[config.mk]
export PLATFORM = sky130hd
export DESIGN_NAME = text_overlay_ctrl_flat
export DESIGN_NICKNAME = d
export VERILOG_FILES = /design/src/rtl/text_overlay_ctrl_if.sv /design/src/rtl/text_overlay_ctrl.sv /design/src/flat_wrapper.sv
export SDC_FILE = /design/constraint.sdc
export NUM_CORES = 1
export LEC_CHECK = 0
export ABC_AREA = 1
export CAP_MARGIN = 20
export CORE_UTILIZATION = 43
export DETAILED_ROUTE_END_ITERATION = 8
export PLACE_DENSITY = 0.93
export SLEW_MARGIN = 15
export SYNTH_ARGS = -nofsm -noshare
export SYNTH_HDL_FRONTEND = slang
export SYNTH_SLANG_ARGS = --single-unit
[constraint.sdc]
create_clock -name clk -period 4.2 [get_ports clk]
set_input_delay 0.42 -clock clk [delete_from_list [all_inputs] [get_ports clk]]
set_output_delay 0.42 -clock clk [all_outputs]
set_load 0.02 [all_outputs]
[src/rtl/text_overlay_ctrl_if.sv]
// ---------------------------------------------------------------------------
// text_overlay_ctrl_if
//   Groups the pixel-stream, control and font-ROM signals of the text
//   overlay into one bundle.
//
//   master : the surrounding system (sync generator, switches, font ROM)
//   slave  : the overlay controller
//
//   pix_x / pix_y   current pixel column / row
//   frame_tick      one-clk pulse per frame, during vertical blank
//   color_sel       one-hot colour request (lowest set bit wins)
//   blink_en        enable blinking
//   scroll_en       enable marquee scroll
//   chars           7-bit ASCII codes, slot 0 (leftmost) in [6:0]
//   rom_addr        {char_code, row} to the synchronous font ROM
//   font_word       ROM data, valid one clk after rom_addr
//   text_on         pixel lies inside the text box (registered)
//   text_rgb        pixel colour (registered)
// ---------------------------------------------------------------------------
interface text_overlay_ctrl_if #(
  parameter int N_CHARS = 4
);
  logic [9:0]           pix_x;
  logic [9:0]           pix_y;
  logic                 frame_tick;
  logic [7:0]           color_sel;
  logic                 blink_en;
  logic                 scroll_en;
  logic [7*N_CHARS-1:0] chars;
  logic [10:0]          rom_addr;
  logic [7:0]           font_word;
  logic                 text_on;
  logic [2:0]           text_rgb;

  modport master (
    output pix_x, pix_y, frame_tick, color_sel, blink_en, scroll_en, chars,
    output font_word,
    input  rom_addr, text_on, text_rgb
  );

  modport slave (
    input  pix_x, pix_y, frame_tick, color_sel, blink_en, scroll_en, chars,
    input  font_word,
    output rom_addr, text_on, text_rgb
  );
endinterface

[src/rtl/text_overlay_ctrl.sv]
// ---------------------------------------------------------------------------
// text_overlay_ctrl
//   Renders an N_CHARS string from an 8x16 font ROM into a rectangular box
//   at (X0, Y0), each font pixel scaled to 2^SCALE_LOG2 square screen pixels.
//   Adds a per-frame foreground colour register, frame-synchronous blink and
//   a circular marquee scroll. Pixel-in to colour-out latency is 2 clk; the
//   first clk covers the synchronous font ROM read.
//
//   clk    pixel clock
//   reset  asynchronous, active-low reset
//   bus    text_overlay_ctrl_if.slave (pixel stream, controls, font ROM,
//          text_on / text_rgb outputs)
// ---------------------------------------------------------------------------
module text_overlay_ctrl #(
  parameter int         N_CHARS       = 4,
  parameter int         SCALE_LOG2    = 3,
  parameter int         X0            = 192,
  parameter int         Y0            = 256,
  parameter logic [2:0] BG_RGB        = 3'b010,
  parameter int         BLINK_FRAMES  = 30,
  parameter int         SCROLL_FRAMES = 60
) (
  input  logic               clk,
  input  logic               reset,
  text_overlay_ctrl_if.slave bus
);

  // -------------------------------------------------------------------------
  // Derived constants
  // -------------------------------------------------------------------------
  localparam int W      = (N_CHARS * 8) << SCALE_LOG2;
  localparam int H      = 16 << SCALE_LOG2;
  localparam int IDX_W  = (N_CHARS > 1) ? $clog2(N_CHARS) : 1;
  localparam int SLOTS  = 1 << IDX_W;
  localparam int BCNT_W = (BLINK_FRAMES > 1) ? $clog2(BLINK_FRAMES) : 1;
  localparam int SCNT_W = (SCROLL_FRAMES > 1) ? $clog2(SCROLL_FRAMES) : 1;

  // Box bounds in 11 bits so X0+W == 1024 is representable and a pixel left
  // of / above the box never wraps into it.
  localparam logic [10:0] X_LO = 11'(X0);
  localparam logic [10:0] X_HI = 11'(X0 + W);
  localparam logic [10:0] Y_LO = 11'(Y0);
  localparam logic [10:0] Y_HI = 11'(Y0 + H);

  localparam logic [IDX_W:0]    N_EXT     = (IDX_W + 1)'(N_CHARS);
  localparam logic [IDX_W-1:0]  OFF_LAST  = IDX_W'(N_CHARS - 1);
  localparam logic [BCNT_W-1:0] BCNT_LAST = BCNT_W'(BLINK_FRAMES - 1);
  localparam logic [SCNT_W-1:0] SCNT_LAST = SCNT_W'(SCROLL_FRAMES - 1);

  // -------------------------------------------------------------------------
  // Elaboration-time parameter checks
  // -------------------------------------------------------------------------
  if (X0 + W > 1024 || Y0 + H > 1024) begin : g_bad_geometry
    $error("text_overlay_ctrl: text box exceeds the 1024x1024 pixel space");
  end
  if (N_CHARS < 1 || N_CHARS > 16) begin : g_bad_n_chars
    $error("text_overlay_ctrl: N_CHARS must be 1..16");
  end
  if (SCALE_LOG2 < 0 || SCALE_LOG2 > 3) begin : g_bad_scale
    $error("text_overlay_ctrl: SCALE_LOG2 must be 0..3");
  end
  if (BLINK_FRAMES < 1 || SCROLL_FRAMES < 1) begin : g_bad_frames
    $error("text_overlay_ctrl: BLINK_FRAMES and SCROLL_FRAMES must be >= 1");
  end

  // -------------------------------------------------------------------------
  // State
  // -------------------------------------------------------------------------
  logic              in_box_q;                 // stage 1: pixel valid / in box
  logic [2:0]        col_q;                    // stage 1: font column
  logic              text_on_q;                // stage 2
  logic [2:0]        text_rgb_q, text_rgb_d;   // stage 2
  logic [2:0]        fg_q, fg_d;
  logic [BCNT_W-1:0] bcnt_q, bcnt_d;
  logic              blink_phase_q, blink_phase_d;
  logic [SCNT_W-1:0] scnt_q, scnt_d;
  logic [IDX_W-1:0]  offset_q, offset_d;

  // -------------------------------------------------------------------------
  // Stage 0: box test and font address (combinational)
  // -------------------------------------------------------------------------
  logic            in_box;
  logic [9:0]      dx, dy;
  logic [2:0]      col;
  logic [3:0]      row;
  logic [IDX_W-1:0] slot_idx;
  logic [IDX_W:0]  idx_sum, idx_wrap;
  logic [IDX_W-1:0] char_idx;
  logic [6:0]      char_tab [SLOTS];

  assign in_box = ({1'b0, bus.pix_x} >= X_LO) && ({1'b0, bus.pix_x} < X_HI) &&
                  ({1'b0, bus.pix_y} >= Y_LO) && ({1'b0, bus.pix_y} < Y_HI);

  // Offsets are only meaningful inside the box; outside, rom_addr is forced 0.
  assign dx       = bus.pix_x - 10'(X0);
  assign dy       = bus.pix_y - 10'(Y0);
  assign col      = dx[SCALE_LOG2 +: 3];
  assign row      = dy[SCALE_LOG2 +: 4];
  assign slot_idx = dx[SCALE_LOG2 + 3 +: IDX_W];

  // Unpack the string; slots beyond N_CHARS pad the table to a power of two
  // and are never selected because char_idx is reduced mod N_CHARS.
  for (genvar g = 0; g < SLOTS; g++) begin : g_char_tab
    if (g < N_CHARS) begin : g_used
      assign char_tab[g] = bus.chars[7*g +: 7];
    end else begin : g_pad
      assign char_tab[g] = 7'h00;
    end
  end

  // (slot + offset) mod N_CHARS: both operands are < N_CHARS, so a single
  // conditional subtract is enough.
  assign idx_sum  = {1'b0, slot_idx} + {1'b0, offset_q};
  assign idx_wrap = idx_sum - N_EXT;
  assign char_idx = (idx_sum >= N_EXT) ? idx_wrap[IDX_W-1:0] : idx_sum[IDX_W-1:0];

  assign bus.rom_addr = in_box ? {char_tab[char_idx], row} : 11'h000;

  logic unused_bits;
  assign unused_bits = ^{dx, dy, idx_wrap};

  // -------------------------------------------------------------------------
  // Stage 2 colour and frame-rate control next-state logic
  // -------------------------------------------------------------------------
  logic lit;
  logic blank;

  // font_word arrives one clk after rom_addr, so it lines up with the
  // stage-1 column rather than the live pixel column.
  assign lit   = bus.font_word[3'd7 - col_q];
  assign blank = bus.blink_en && blink_phase_q;

  always_comb begin
    // NOTE: every output of a combinational block gets a default first so no
    // path leaves it unassigned and no latch is inferred.
    text_rgb_d    = 3'b000;
    fg_d          = fg_q;
    bcnt_d        = bcnt_q;
    blink_phase_d = blink_phase_q;
    scnt_d        = scnt_q;
    offset_d      = offset_q;

    if (in_box_q) begin
      text_rgb_d = (lit && !blank) ? fg_q : BG_RGB;
    end

    // Colour: lowest set bit of color_sel; descending scan so the lowest
    // index is written last and wins. All zero leaves fg unchanged.
    if (bus.frame_tick) begin
      for (int i = 7; i >= 0; i--) begin
        if (bus.color_sel[i]) fg_d = 3'(i);
      end
    end

    if (!bus.blink_en) begin
      bcnt_d        = '0;
      blink_phase_d = 1'b0;
    end else if (bus.frame_tick) begin
      if (bcnt_q == BCNT_LAST) begin
        bcnt_d        = '0;
        blink_phase_d = ~blink_phase_q;
      end else begin
        bcnt_d = bcnt_q + 1'b1;
      end
    end

    // With N_CHARS == 1, OFF_LAST is 0 and offset stays at 0.
    if (!bus.scroll_en) begin
      scnt_d = '0;
    end else if (bus.frame_tick) begin
      if (scnt_q == SCNT_LAST) begin
        scnt_d   = '0;
        offset_d = (offset_q == OFF_LAST) ? '0 : offset_q + 1'b1;
      end else begin
        scnt_d = scnt_q + 1'b1;
      end
    end
  end

  // -------------------------------------------------------------------------
  // Registers
  // -------------------------------------------------------------------------
  always_ff @(posedge clk or negedge reset) begin
    if (!reset) begin
      in_box_q      <= 1'b0;
      col_q         <= 3'd0;
      text_on_q     <= 1'b0;
      text_rgb_q    <= 3'b000;
      fg_q          <= 3'b111;
      bcnt_q        <= '0;
      blink_phase_q <= 1'b0;
      scnt_q        <= '0;
      offset_q      <= '0;
    end else begin
      // NOTE: non-blocking assignments so every register samples the values
      // from before this edge, independent of statement order.
      in_box_q      <= in_box;
      col_q         <= col;
      text_on_q     <= in_box_q;
      text_rgb_q    <= text_rgb_d;
      fg_q          <= fg_d;
      bcnt_q        <= bcnt_d;
      blink_phase_q <= blink_phase_d;
      scnt_q        <= scnt_d;
      offset_q      <= offset_d;
    end
  end

  assign bus.text_on  = text_on_q;
  assign bus.text_rgb = text_rgb_q;

endmodule

[src/flat_wrapper.sv]
// flat-port wrapper written by rule: the top's interface ports become plain ports
module text_overlay_ctrl_flat 
#(
  parameter int         N_CHARS       = 4,
  parameter int         SCALE_LOG2    = 3,
  parameter int         X0            = 192,
  parameter int         Y0            = 256,
  parameter logic [2:0] BG_RGB        = 3'b010,
  parameter int         BLINK_FRAMES  = 30,
  parameter int         SCROLL_FRAMES = 60
)
  (clk, reset, bus_pix_x, bus_pix_y, bus_frame_tick, bus_color_sel, bus_blink_en, bus_scroll_en, bus_chars, bus_font_word, bus_rom_addr, bus_text_on, bus_text_rgb);
  text_overlay_ctrl_if #(.N_CHARS(N_CHARS)) bus_i ();
  input  logic clk;
  input  logic reset;
  input wire logic [$bits(bus_i.pix_x)-1:0] bus_pix_x;
  input wire logic [$bits(bus_i.pix_y)-1:0] bus_pix_y;
  input wire logic [$bits(bus_i.frame_tick)-1:0] bus_frame_tick;
  input wire logic [$bits(bus_i.color_sel)-1:0] bus_color_sel;
  input wire logic [$bits(bus_i.blink_en)-1:0] bus_blink_en;
  input wire logic [$bits(bus_i.scroll_en)-1:0] bus_scroll_en;
  input wire logic [$bits(bus_i.chars)-1:0] bus_chars;
  input wire logic [$bits(bus_i.font_word)-1:0] bus_font_word;
  output wire logic [$bits(bus_i.rom_addr)-1:0] bus_rom_addr;
  output wire logic [$bits(bus_i.text_on)-1:0] bus_text_on;
  output wire logic [$bits(bus_i.text_rgb)-1:0] bus_text_rgb;
  assign bus_i.pix_x = bus_pix_x;
  assign bus_i.pix_y = bus_pix_y;
  assign bus_i.frame_tick = bus_frame_tick;
  assign bus_i.color_sel = bus_color_sel;
  assign bus_i.blink_en = bus_blink_en;
  assign bus_i.scroll_en = bus_scroll_en;
  assign bus_i.chars = bus_chars;
  assign bus_i.font_word = bus_font_word;
  assign bus_rom_addr = bus_i.rom_addr;
  assign bus_text_on = bus_i.text_on;
  assign bus_text_rgb = bus_i.text_rgb;
  text_overlay_ctrl #(.N_CHARS(N_CHARS), .SCALE_LOG2(SCALE_LOG2), .X0(X0), .Y0(Y0), .BG_RGB(BG_RGB), .BLINK_FRAMES(BLINK_FRAMES), .SCROLL_FRAMES(SCROLL_FRAMES)) u_core (.clk(clk), .reset(reset), .bus(bus_i));
endmodule
==> flow_summary.rst <==
.. list-table::
   :header-rows: 1

   * - Metric
     - Value
   * - Ranking of synthesized cells by area
     - dfrtp_1, nand2_1, nor2_1
   * - WL met1
     - approximately 1.7 mm
   * - Warnings, synthesis
     - 0
   * - PnR worst setup slack
     - 0.979 ns
   * - Number of H-tree branching levels
     - 1
   * - Max-capacitance violation count
     - 0
   * - Full die area
     - around 0.004 mm²
   * - Post-synth net total
     - 295
   * - Number of CTS-inserted buffers
     - 3
   * - Category of cells accounting for the largest share of critical-path delay
     - buffers and inverters
   * - Number of core rows
     - 21
   * - Slowest Stage Delay on Critical Path
     - about 0.66 ns
   * - Antenna violations before repair
     - 0
   * - Total met3 wirelength after detailed routing
     - around 150 µm
   * - Data arrival time of the critical path
     - 2.80 ns
   * - Number of global-route vias before repair
     - roughly 1600
   * - Data required, critical path
     - about 3.8 ns
   * - Place WS
     - about 0.97 ns
   * - Unrepaired setup endpoints after global routing
     - false
   * - Num Clock Sinks
     - 25
   * - Detailed-routing iteration count for the pre-antenna-repair pass
     - 5
   * - Synth Area per Inst
     - around 7.3 µm²
   * - Library cell occupying the most area in the post-synthesis netlist
     - dfrtp_1
   * - Final Net Count
     - around 370
   * - Total track usage
     - 0.204
   * - Fraction of post-synthesis cell area in the top cell type by area
     - 0.341
   * - Total core area
     - 0.00347 mm²
   * - Final Routed Wirelength
     - just under 4 mm
   * - Horizontal die dimension
     - around 63 µm
   * - RD Place Congestion
     - between 0.8 and 0.9
   * - Startpoint of the worst register-to-register path
     - u_core.scnt_q[0]
   * - Finished Core Util
     - 0.710
   * - DP Wirelength
     - around 3 mm
   * - DR WL met2
     - slightly below 2 mm
   * - Transition at the pin with the smallest max-transition slack
     - between 0.5 and 0.6 ns
   * - Clock network latency to the later pin of the worst-skew pair
     - 0.27 ns
   * - Ports placed on the boundary
     - 84
   * - PostCTS Resize Cnt
     - 0
   * - Rel. slew slack
     - 0.608
   * - Ratio of routed vias to standard cells
     - between 4 and 5
   * - Synthesis-stage register bit count
     - 25
   * - CP max-delay cell
     - ha_1
   * - Type of the most critical hold path
     - in -> async
   * - Detail Route Antenna Nets
     - 0
   * - Number of buffer cells added on primary ports
     - 77
   * - Type of the setup path with the least slack
     - in -> out
   * - Highest signal layer in the routed design
     - met4
   * - Buffer levels on the longest clock path
     - 2
   * - Unique cell type count in the Yosys netlist
     - 24
   * - Fin. max-slew vios
     - 0
   * - Startpoint types
     - input port
   * - Worst-case clock skew
     - around 0.0012 ns
   * - Layout cells sized above 1
     - 0.0403
   * - P per Cell Area
     - about 220 mW/mm²
   * - Post-Syn Instances
     - 220
   * - Critical path launch point
     - bus_pix_x[6]
   * - Sum of buffers and inverters on the critical path
     - 4
   * - Crit path cell chain
     - clkdlybuf4s50_1 > inv_1 > ha_1 > inv_1 > nand2_1 > nand2_1 > nor2_1 > nor2_1 > clkdlybuf4s50_1
   * - Hold Violations, Final
     - 0
   * - Post-synth design cell area
     - about 0.0016 mm²
   * - Total via count after detailed routing
     - between 1500 and 2000
   * - Reg clk slew, reported paths
     - ~0.09 ns
   * - Critical Path Sink Type
     - output pin
   * - CTS Root Cell
     - clkbuf_8
   * - Die outline height
     - 63.2 µm
   * - DRC marker count from the first detailed-route iteration
     - 66
   * - Crit share post-route
     - 0.767
   * - Pin count of the biggest net entering global routing
     - 26
   * - Leading cell type in the layout, fill and taps excluded
     - clkdlybuf4s50_1
   * - Setup-failing EPs final
     - 0
   * - Portion of the post-synthesis area used by sequential elements
     - 0.390
   * - Global-route wire length before repair
     - between 6 and 7 mm
   * - Relative area change from synthesis to final layout
     - 52.8%
   * - Overall power of the completed layout
     - 534 µW
   * - Post-CTS setup-driven buffer insertion count
     - 0
   * - GRT Residual Overflow
     - 0
   * - Routed length per placed instance
     - 11.3 µm
   * - Run status
     - complete, no violations
   * - Setup TNS
     - 0 ns
   * - Crit path max fanout
     - 15
   * - Leak
     - approximately 1.2 nW
   * - DR DRC count
     - 0
   * - VDD IR max
     - ~0.16 mV
   * - Effective utilization at floorplan
     - 0.465
   * - Antenna cells
     - 0
   * - Commonest cells after routing, fill and taps aside
     - clkdlybuf4s50_1, nand2_1, nor2_1
   * - Timing-limited maximum frequency
     - between 300 and 400 MHz
   * - TritonCTS clock tree
     - done
   * - Minimum period implied by the final worst setup slack
     - between 3 and 4 ns
   * - Number of buffers added to fix hold violations after cts
     - 0
## layer usage
metal / up-vias / track usage
met5: - / 0
met4: 0 / 0.0455
met3: 6 / 0.0362
met2: 41 / 0.380
met1: 725 / 0.242
li1: 845 / -
## cells in the mapped netlist
library cell   n
nand2_1       68
nor2_1        30
inv_1         28
dfrtp_1       22
nand3_1       21
o21ai_0       11
mux2i_1        7
ha_1           6
xor2_1         5
dfstp_2        3
nand4_1        3
buf_2          2
nor3b_1        2
xnor2_1        2
a21oi_1        1
buf_6          1
inv_2          1
nor4_4         1
o21a_1         1
o21ai_1        1
o21bai_1       1
o22ai_1        1
xnor2_2        1
xor2_2         1
## cell type report
type                            count  area [µm²]
Fill cell                         280        1000
Inverter                           29         109
Timing Repair Buffer               77         766
Tap cell                           46        57.6
Clock inverter                      1        7.51
Clock buffer                        3        41.3
Multi-Input combinational cell    163         853
Sequential cell                    25         629
## worst paths after layout
| kind | end | slack (ns) | cells after the start |
|---|---|---|---|
| min | u_core.scnt_q[0] | 0.12 | 1 |
| min in group clk | u_core.bus.text_on | 0.42 | 0 |
| max | bus_rom_addr[7] | 0.98 | 9 |
| min reg2reg | u_core.bus.text_on | 0.42 | 0 |
| max reg2reg | u_core.offset_q[1] | 2.79 | 7 |
| max in group asynchronous | u_core.fg_q[0] | 3.72 | 1 |
## per-stage QoR
stage	instances	hold WS, ns	area, µm²
after global routing	344	0.162	2460
after CTS	344	0.425	2470
after floorplan	220	0.124	1610
after detailed placement	340	0.404	2420
final	344	0.117	2460
after global placement	340	0.390	2420
## registers in the layout, summed over array words and instances (netlist names)
name and cells:
u_core.bus.text_on 1, u_core.bcnt_q 5, u_core.offset_q 2, u_core.bus.text_rgb 3
u_core.in_box_q 1, u_core.col_q 3, u_core.blink_phase_q 1, u_core.fg_q 3
u_core.scnt_q 6
## where the power goes
part | switching [mW] | total [mW] | internal [mW] | leakage [nW]
combinational | 0.0566 | 0.133 | 0.0759 | 0.819
clock | 0.0769 | 0.144 | 0.0672 | 0.0217
sequential | 0.00640 | 0.258 | 0.251 | 0.327
## kinds of logic after synthesis
group	share of synthesized area
fa+ha+maj	0.0465
mux	0.0434
compound gates	0.0535
xor+xnor	0.0582
flops	0.390
simple gates	0.327
buf+inv	0.0807
Power figures use the tool's default switching activity.
